==> src/rtl/booth_mult_seq_if.sv <==
// booth_mult_seq_if: operand/result handshake bundle for booth_mult_seq
interface booth_mult_seq_if #(parameter int WIDTH = 8);
    logic in_valid, in_ready, signed_mode, abort, busy, out_valid, out_ready;
    logic [WIDTH-1:0] a, b;
    logic [2*WIDTH-1:0] product;
    modport master (
        output in_valid, signed_mode, a, b, abort, out_ready,
        input in_ready, busy, out_valid, product
    );
    modport slave (
        input in_valid, signed_mode, a, b, abort, out_ready,
        output in_ready, busy, out_valid, product
    );
endinterface

==> src/rtl/booth_mult_seq.sv <==
// booth_mult_seq: sequential signed/unsigned Booth multiplier with valid/ready handshakes
// Radix-2 by default; define BOOTH_RADIX4_EN for radix-4 recoding (halves the latency).
module booth_mult_seq #(parameter int WIDTH = 8) (
    input logic clkin,
    input logic reset,
    booth_mult_seq_if.slave bus
);
`ifdef BOOTH_RADIX4_EN
    localparam int BW = WIDTH + 2;
    localparam int SH = 2;
`else
    localparam int BW = WIDTH + 1;
    localparam int SH = 1;
`endif
    localparam int AW = WIDTH + 2;
    localparam int N = BW / SH;
    localparam int CW = $clog2(N + 1);
    typedef enum logic [1:0] {IDLE, RUN, DONE} state_t;
    state_t state;
    logic [AW-1:0] acc, mcand, acc_nx;
    logic [BW-1:0] mplr, mplr_nx;
    logic q, q_nx, in_rdy, busy_r, out_vld;
    logic [CW-1:0] cnt;
    logic [2*WIDTH-1:0] prod, prod_nx;
    logic signed [AW:0] a1, addend, sum;
    assign a1 = {mcand[AW-1], mcand};
`ifdef BOOTH_RADIX4_EN
    logic signed [AW:0] a2;
    logic [2:0] r;
    assign a2 = {mcand, 1'b0};
    always_comb begin
        r = {mplr[1:0], q};
        addend = (r == 3'b001 || r == 3'b010) ? a1 :
                 r == 3'b011 ? a2 :
                 r == 3'b100 ? -a2 :
                 (r == 3'b101 || r == 3'b110) ? -a1 : '0;
        sum = $signed({acc[AW-1], acc}) + addend;
        acc_nx = {sum[AW], sum[AW:2]};
        mplr_nx = {sum[1:0], mplr[BW-1:2]};
        q_nx = mplr[1];
    end
`else
    always_comb begin
        addend = {mplr[0], q} == 2'b01 ? a1 : {mplr[0], q} == 2'b10 ? -a1 : '0;
        sum = $signed({acc[AW-1], acc}) + addend;
        acc_nx = sum[AW:1];
        mplr_nx = {sum[0], mplr[BW-1:1]};
        q_nx = mplr[0];
    end
`endif
    // the final product is captured from the last step's next-state value
    assign prod_nx = {acc_nx[2*WIDTH-BW-1:0], mplr_nx};
    always_ff @(posedge clkin or posedge reset) begin
        if (reset) begin
            state <= IDLE;
            in_rdy <= 1'b1;
            busy_r <= 1'b0;
            out_vld <= 1'b0;
            prod <= '0;
            acc <= '0;
            mcand <= '0;
            mplr <= '0;
            q <= 1'b0;
            cnt <= '0;
        end else if (state != IDLE && bus.abort) begin
            state <= IDLE;
            in_rdy <= 1'b1;
            busy_r <= 1'b0;
            out_vld <= 1'b0;
            prod <= '0;
        end else begin
            case (state)
                IDLE: if (bus.in_valid && !bus.abort) begin
                    mcand <= {{(AW-WIDTH){bus.signed_mode & bus.a[WIDTH-1]}}, bus.a};
                    mplr <= {{(BW-WIDTH){bus.signed_mode & bus.b[WIDTH-1]}}, bus.b};
                    acc <= '0;
                    q <= 1'b0;
                    cnt <= CW'(N);
                    state <= RUN;
                    in_rdy <= 1'b0;
                    busy_r <= 1'b1;
                end
                RUN: begin
                    acc <= acc_nx;
                    mplr <= mplr_nx;
                    q <= q_nx;
                    cnt <= cnt - CW'(1);
                    if (cnt == CW'(1)) begin
                        state <= DONE;
                        busy_r <= 1'b0;
                        out_vld <= 1'b1;
                        prod <= prod_nx;
                    end
                end
                DONE: if (bus.out_ready) begin
                    state <= IDLE;
                    out_vld <= 1'b0;
                    in_rdy <= 1'b1;
                    prod <= '0;
                end
                default: begin
                    state <= IDLE;
                    in_rdy <= 1'b1;
                    busy_r <= 1'b0;
                    out_vld <= 1'b0;
                    prod <= '0;
                end
            endcase
        end
    end
    assign bus.in_ready = in_rdy;
    assign bus.busy = busy_r;
    assign bus.out_valid = out_vld;
    assign bus.product = prod;
endmodule

==> src/flat_wrapper.sv <==
// flat-port wrapper written by rule: the top's interface ports become plain ports
module booth_mult_seq_flat 
#(parameter int WIDTH = 8)
  (clkin, reset, bus_in_valid, bus_signed_mode, bus_a, bus_b, bus_abort, bus_out_ready, bus_in_ready, bus_busy, bus_out_valid, bus_product);
  booth_mult_seq_if #(.WIDTH(WIDTH)) bus_i ();
  input logic clkin;
  input logic reset;
  input wire logic [$bits(bus_i.in_valid)-1:0] bus_in_valid;
  input wire logic [$bits(bus_i.signed_mode)-1:0] bus_signed_mode;
  input wire logic [$bits(bus_i.a)-1:0] bus_a;
  input wire logic [$bits(bus_i.b)-1:0] bus_b;
  input wire logic [$bits(bus_i.abort)-1:0] bus_abort;
  input wire logic [$bits(bus_i.out_ready)-1:0] bus_out_ready;
  output wire logic [$bits(bus_i.in_ready)-1:0] bus_in_ready;
  output wire logic [$bits(bus_i.busy)-1:0] bus_busy;
  output wire logic [$bits(bus_i.out_valid)-1:0] bus_out_valid;
  output wire logic [$bits(bus_i.product)-1:0] bus_product;
  assign bus_i.in_valid = bus_in_valid;
  assign bus_i.signed_mode = bus_signed_mode;
  assign bus_i.a = bus_a;
  assign bus_i.b = bus_b;
  assign bus_i.abort = bus_abort;
  assign bus_i.out_ready = bus_out_ready;
  assign bus_in_ready = bus_i.in_ready;
  assign bus_busy = bus_i.busy;
  assign bus_out_valid = bus_i.out_valid;
  assign bus_product = bus_i.product;
  booth_mult_seq #(.WIDTH(WIDTH)) u_core (.clkin(clkin), .reset(reset), .bus(bus_i));
endmodule
==> config.mk <==
export PLATFORM = sky130hd
export DESIGN_NAME = booth_mult_seq_flat
export DESIGN_NICKNAME = d
export VERILOG_FILES = /design/src/rtl/booth_mult_seq_if.sv /design/src/rtl/booth_mult_seq.sv /design/src/flat_wrapper.sv
export SDC_FILE = /design/constraint.sdc
export NUM_CORES = 1
export LEC_CHECK = 0
export ABC_CLOCK_PERIOD_IN_PS = 3200
export BUFFER_PORTS_ARGS = -buffer_cell sky130_fd_sc_hd__clkbuf_2
export CORE_MARGIN = 2
export CORE_UTILIZATION = 30
export CTS_BUF_LIST = sky130_fd_sc_hd__clkbuf_8 sky130_fd_sc_hd__clkbuf_16
export CTS_CLUSTER_SIZE = 30
export DETAILED_ROUTE_END_ITERATION = 10
export PLACE_DENSITY = 0.58
export SYNTH_ARGS = -nofsm -noshare
export SYNTH_HDL_FRONTEND = slang
export SYNTH_SLANG_ARGS = --single-unit
export TNS_END_PERCENT = 5
==> constraint.sdc <==
create_clock -name clkin -period 3.2 [get_ports clkin]
set_clock_uncertainty 0.15 [all_clocks]
set_input_delay 0.16 -clock clkin [delete_from_list [all_inputs] [get_ports clkin]]
set_output_delay 0.16 -clock clkin [all_outputs]
set_load 0.05 [all_outputs]
== After elaboration in Yosys (flattened, before gate mapping) ==
Cells that the tools add are included.
W data, S select, Z words.
Operators by class
  shift-type cells: 0
  multipliers: 0
  equal/unequal tests: 12
  magnitude comparators: 0
  add/sub/neg operators: 3
  div/mod/pow operators: 0
  bitwise operators: 3
  reductions and logical operators: 12
  multiplexer cells: 30
Operators with widths (count)
  $mux W16: 3
  $pmux W16 S3: 1
  $mux W11: 2
  $pmux W10 S2: 1
  $pmux W9 S2: 1
  $reduce_and A3 Y1: 6
  $add A10 B11 Y11: 1
  $neg A11 Y11: 1
  $mux W10: 1
  $mux W1: 9
  $mux W9: 1
  $pmux W1 S3: 3
  $mux W2: 4
  $ne A2 B1 Y1 const B: 4
  $pmux W4 S2: 1
  $ne A3 B1 Y1 const B: 2
  $pmux W2 S3: 1
  $eq A2 B1 Y1 const B: 2
  $eq A2 B2 Y1 const B: 2
  $eq A4 B1 Y1 const B: 1
  $mux W4: 1
  $reduce_bool A2 Y1: 2
  $sub A4 B1 Y4 const B: 1
  $ne A3 B2 Y1 const B: 1
  6 further kinds: 8
Word-level totals
  bits in writable memories: 0
  memory bits (read-only): 0
  memories kept: 0
  input port bits: 22
  word-level logic and storage cells: 70
  bits in registers: 54
  latch bits: 0

== Longest topological paths before layout ==
  depth in word-level cells: 7
  mapped depth: 13

== Worst setup path after synthesis ==
No wires, ideal clock.
  path type: reg-to-reg
  start: reg u_core.mplr[0]
  end: reg u_core.acc[7]
  required time: 2923 ps
  setup time: 127 ps
  stages on the path, launching flop included: 13
  period minus slack after synthesis: 2584 ps
  arrival: 2307 ps
  path slack: 616 ps
  cell sequence: dfrtp_1 > nor2b_1 > clkbuf_1 > o21a_1 > ha_1 > inv_1 > fa_1 > nor2b_1 > o211ai_1 > and2_1 > o21ai_0 > xnor2_1 > o21ai_0
Between the ends
  cells in the longest elaborated chain, start to end: 5
  elaborated cells between the ends (all ways): 6
  classes of those cells: add/sub: 1; eq/ne: 2; mux: 3
RTL lines
  start, declared: line booth_mult_seq.sv:21  | logic [BW-1:0] mplr, mplr_nx;
  start signal, assigned: line booth_mult_seq.sv:75  | mplr <= {{(BW-WIDTH){bus.signed_mode & bus.b[WIDTH-1]}}, bus.b};
  start signal, assigned: line booth_mult_seq.sv:85  | mplr <= mplr_nx;
  $eq A2 B2 Y1: line booth_mult_seq.sv:44  | addend = {mplr[0], q} == 2'b01 ? a1 : {mplr[0], q} == 2'b10 ? -a1 : '0;
  $mux W11: line booth_mult_seq.sv:44
  $mux W11 *: line booth_mult_seq.sv:44
  $add A10 B11 Y11 *: line booth_mult_seq.sv:45  | sum = $signed({acc[AW-1], acc}) + addend;
  $pmux W10 S2 *: line booth_mult_seq.sv:72  | case (state)
  end signal, assigned: line booth_mult_seq.sv:84  | acc <= acc_nx;
  end, declared: line booth_mult_seq.sv:20  | logic [AW-1:0] acc, mcand, acc_nx;
Every way passes the cells marked *; elsewhere a longest branch is shown, timed or not.
A chain may end at the register's enable or synchronous reset.

== Final worst setup path ==
  start: reg u_core.mcand[2]
  end: reg u_core.acc[9]
Between the ends
  cells in the longest elaborated chain, start to end: 5
RTL lines
  start, declared: line booth_mult_seq.sv:20
  start signal, assigned: line booth_mult_seq.sv:74  | mcand <= {{(AW-WIDTH){bus.signed_mode & bus.a[WIDTH-1]}}, bus.a};
  $neg A11 Y11: line booth_mult_seq.sv:44
  $mux W11: line booth_mult_seq.sv:44
  $mux W11 *: line booth_mult_seq.sv:44
  $add A10 B11 Y11 *: line booth_mult_seq.sv:45
  $pmux W10 S2 *: line booth_mult_seq.sv:72
Marked as above.

==> impl_metrics.json <==
{
  "multiInputGateArea_mm2": 0.001484,
  "drtAntennaViolNets": 0,
  "worst_pin_slew_ns": 0.6990,
  "fin_tns_setup_ns": 0,
  "grt_pass1_wl_um": 11160,
  "postCtsSetupBuffers": 0,
  "rrSetupSlack_ns": 0.17,
  "synth_edf_count": 0,
  "layout-drive-gt1-share_pct": 20.62,
  "clkTransAtPathRegs_ns": 0.10,
  "period_share_pct": 94.60,
  "clockPowerShare_pct": 13.2,
  "cp-endpoint": "u_core.acc[9]$_DFFE_PP0P_",
  "p_seq_share_pct": 37.6,
  "fin_nets": 391,
  "firstDrtPassIters": 4,
  "wl_per_cell_um": 13.32,
  "num_vias": 2295,
  "fin_cells": 487,
  "async_flop_share_pct": 100.0,
  "p_switching_w": 0.001434,
  "cts-root-buf": "clkbuf_8",
  "combPwrFrac_pct": 49.2,
  "total_leakage_power_nw": 1.668,
  "clk_latency_ns": 0.30,
  "cts_tree": "yes",
  "regArea_mm2": 0.001353,
  "drt_iter0_drc": 110,
  "cts_buffers": 5,
  "synth.largest_area_cell": "dfrtp_1",
  "finalWirelength_um": 6486,
  "start_util_pct": 30.52,
  "crit_path_start": "u_core.mcand[2]$_DFFE_PP0P_",
  "fmax_ghz": 0.3303,
  "reg2regPathDepth": 10,
  "grt-ovfl-total": 0,
  "antenna_found_initial": 0,
  "synthesis.area_mm2": 0.002942,
  "crit_path_start_kind": "flip-flop",
  "endpoint_kind": "flip-flop",
  "syn_inst": 294,
  "reg2reg_to": "u_core.acc[9]$_DFFE_PP0P_",
  "worstSetupPathType": "reg2reg",
  "syn2layout_area_growth_pct": 20.93,
  "period_minus_slack_ns": 3.027,
  "port_buffers": 40,
  "die_y_um": 103.0,
  "dp_cells": 464,
  "grt_pass1_vias": 2305,
  "min_path_type": "in2reg",
  "internal_power_w": 0.001692,
  "critical_path_required_ns": 3.28,
  "slew_violations": 0,
  "outcome": "finished, final reports clean",
  "total_power_w": 0.003125,
  "dpl_cell_area_mm2": 0.003302,
  "synth_top_area_share_pct": 45.09,
  "synth_top_flop_cell": "dfrtp_1",
  "power_density_mw_per_mm2": 878.6,
  "syn_avg_cell_area_um2": 10.01,
  "switching_share_pct": 45.87,
  "antenna_cells": 0,
  "cts.path.max_buffers": 2,
  "ys_seq_elements": 54,
  "r2r_start": "u_core.mcand[2]$_DFFE_PP0P_",
  "syn-num-nets": 332,
  "core-area_mm2": 0.009639,
  "cp_data_arrival_time_ns": 3.10,
  "dp_hpwl_um": 4765,
  "cts_htree_levels": 2,
  "rows": 36,
  "ios": 41,
  "setup-violations-final": 0,
  "track_usage_pct": 13.31,
  "hold_viol": 0,
  "rsz0062_at_grt": "no",
  "dieArea_mm2": 0.01061,
  "cts.sinks": 54,
  "grt_max_degree": 34,
  "gp_congestion": 0.8673,
  "maxCapViolCount": 0,
  "fillers": 992,
  "vdd_drop_max_v": 0.0002953,
  "drt-vias-per-instance": 4.713,
  "fin_area_mm2": 0.003557,
  "yosys_warnings": 0,
  "drc_errors": 0,
  "cp_max_fo": 7,
  "synth.area.top_cells": "dfrtp_1 (45%), ha_1 (6.4%), nand2_1 (5.7%), o21ai_0 (5.3%), a22o_1 (5.1%)",
  "relSlewSlack_pct": 53.33,
  "die_x_um": 103.0,
  "yosysSeqAreaShare_pct": 45.98,
  "yosysUniqueCellTypes": 45
}
[cells in the mapped netlist (all sizes together), types with 2 or more instances]
cell    instances
o211ai          2
nand2          46
xnor2          10
mux2            6
a22o           17
mux2i           7
o21ai          33
and2            3
o21a            4
nor3            3
clkbuf          6
a311oi          2
and3            2
nand2b          5
a21o            4
o31ai           5
nand3           4
xor2            3
or2             2
nor2           16
dfrtp          53
nor2b           5
nor4            3
ha             15
a21oi          11
buf             5
inv            12
[routing by layer]
| metal | share of wire [%] | wire [um] | track usage, % | vias to the layer above |
|---|---|---|---|---|
| met2 | 44 | 2870 | 21.08 | 51 |
| li1 | - | - | - | 1152 |
| met1 | 51 | 3283 | 18.58 | 1088 |
| met5 | 0 | 0 | 0 | - |
| met4 | 1.0 | 68 | 3.846 | 0 |
| met3 | 4.1 | 264 | 2.508 | 4 |
[state kept, by name (all words and copies together) (netlist names), 2 cells and up]
signal / cells
u_core.acc: 10
u_core.bus.product: 16
u_core.cnt: 4
u_core.mcand: 9
u_core.mplr: 9
u_core.state: 2
[kinds of logic after synthesis]
kind of cell / synth area share [%]
adder cells (fa/ha/maj): 7.061
AND/OR/NAND/NOR: 15.36
multiplexers: 4.679
buffers and inverters: 3.785
XOR/XNOR: 3.871
AO/OA/AOI/OAI: 19.27
flip-flops: 45.98
[worst min path at each step]
| stage | startpoint | end | cells past startpoint |
|---|---|---|---|
| 4_1_cts | bus_b[3] | u_core.mplr[3]$_DFFE_PP0P_ | 3 |
| 2_1_floorplan | bus_a[0] | u_core.mcand[0]$_DFFE_PP0P_ | 2 |
| 6_report | bus_b[3] | u_core.mplr[3]$_DFFE_PP0P_ | 3 |
| 3_3_place_gp | reset | u_core.cnt[3]$_DFFE_PP0P_ | 2 |
| 5_1_grt | bus_b[3] | u_core.mplr[3]$_DFFE_PP0P_ | 3 |
| 3_5_place_dp | reset | u_core.cnt[3]$_DFFE_PP0P_ | 2 |
[per-stage QoR]
step | hold WS, ns | worst slack (ns) | util [%]
2_1_floorplan | 0.1268 | 0.6157 | -
3_3_place_gp | 0.1586 | 0.2635 | 34.25
3_5_place_dp | 0.1606 | 0.2537 | 34.25
4_1_cts | 0.001056 | 0.2074 | 36.84
5_1_grt | 0.01380 | 0.02603 | 36.90
6_report | 0.002046 | 0.1729 | 36.90
[power by group through the flow]
| stage | sequential (W) | combinational, W | clock, W |
|---|---|---|---|
| floorplan | 0.00143 | 0.000901 | 0 |
| global placement | 0.00118 | 0.00150 | 0 |
| detailed placement | 0.00119 | 0.00152 | 0 |
| CTS | 0.00118 | 0.00154 | 0.000427 |
| global route | 0.00122 | 0.00170 | 0.000450 |
| finish | 0.00118 | 0.00154 | 0.000413 |
[final cells by class]
type | count | area share (%)
well taps | 133 | 4.678
inverters | 12 | 1.266
flip-flops and latches | 54 | 38.02
multi-input cells | 217 | 41.72
clock buffers | 6 | 2.321
repair buffers | 63 | 11.54
clock inverters | 2 | 0.4573
[worst max-delay path, stage by stage (launching register included)]
cell and delay (ns):
dfrtp_1 0.48, nor3_1 0.21, nand3_1 0.18, o31a_1 0.28, o31ai_1 0.30, ha_1 0.36, a21oi_1 0.24, o21ai_0 0.17
o21a_1 0.21, or2_1 0.22, o211ai_1 0.16
[cells in the final DEF, fill, tap and decap left out, types with 2 or more instances in the layout]
cell type      Yosys  layout
a21o_1             4       4
a21oi_1           10      10
a22o_1            17      17
and2_1             3       3
and3_1             2       2
buf_4              0       8
clkbuf_2           0      40
clkbuf_8           0       6
dfrtp_1           53      53
dlygate4sd3_1      0      15
ha_1              15      15
inv_1             12      11
mux2_2             6       6
mux2i_1            7       7
nand2_1           45      45
nand2b_1           4       4
nand3_1            4       4
nor2_1            16      16
nor2b_1            4       4
nor3_1             3       3
nor4_1             2       2
o211ai_1           2       2
o21a_1             4       4
o21ai_0           31      31
o21ai_1            2       2
o31ai_1            5       5
xnor2_1           10      10
xor2_1             3       3
[repair_timing]
item / CTS / global route
endpoints found under the hold margin: 46 / 0
setup endpoints to repair: 0 / 1
hold buffers: 15 / 0
gates resized for setup: 0 / 1
No activity file was read; power rests on OpenSTA's default activity.
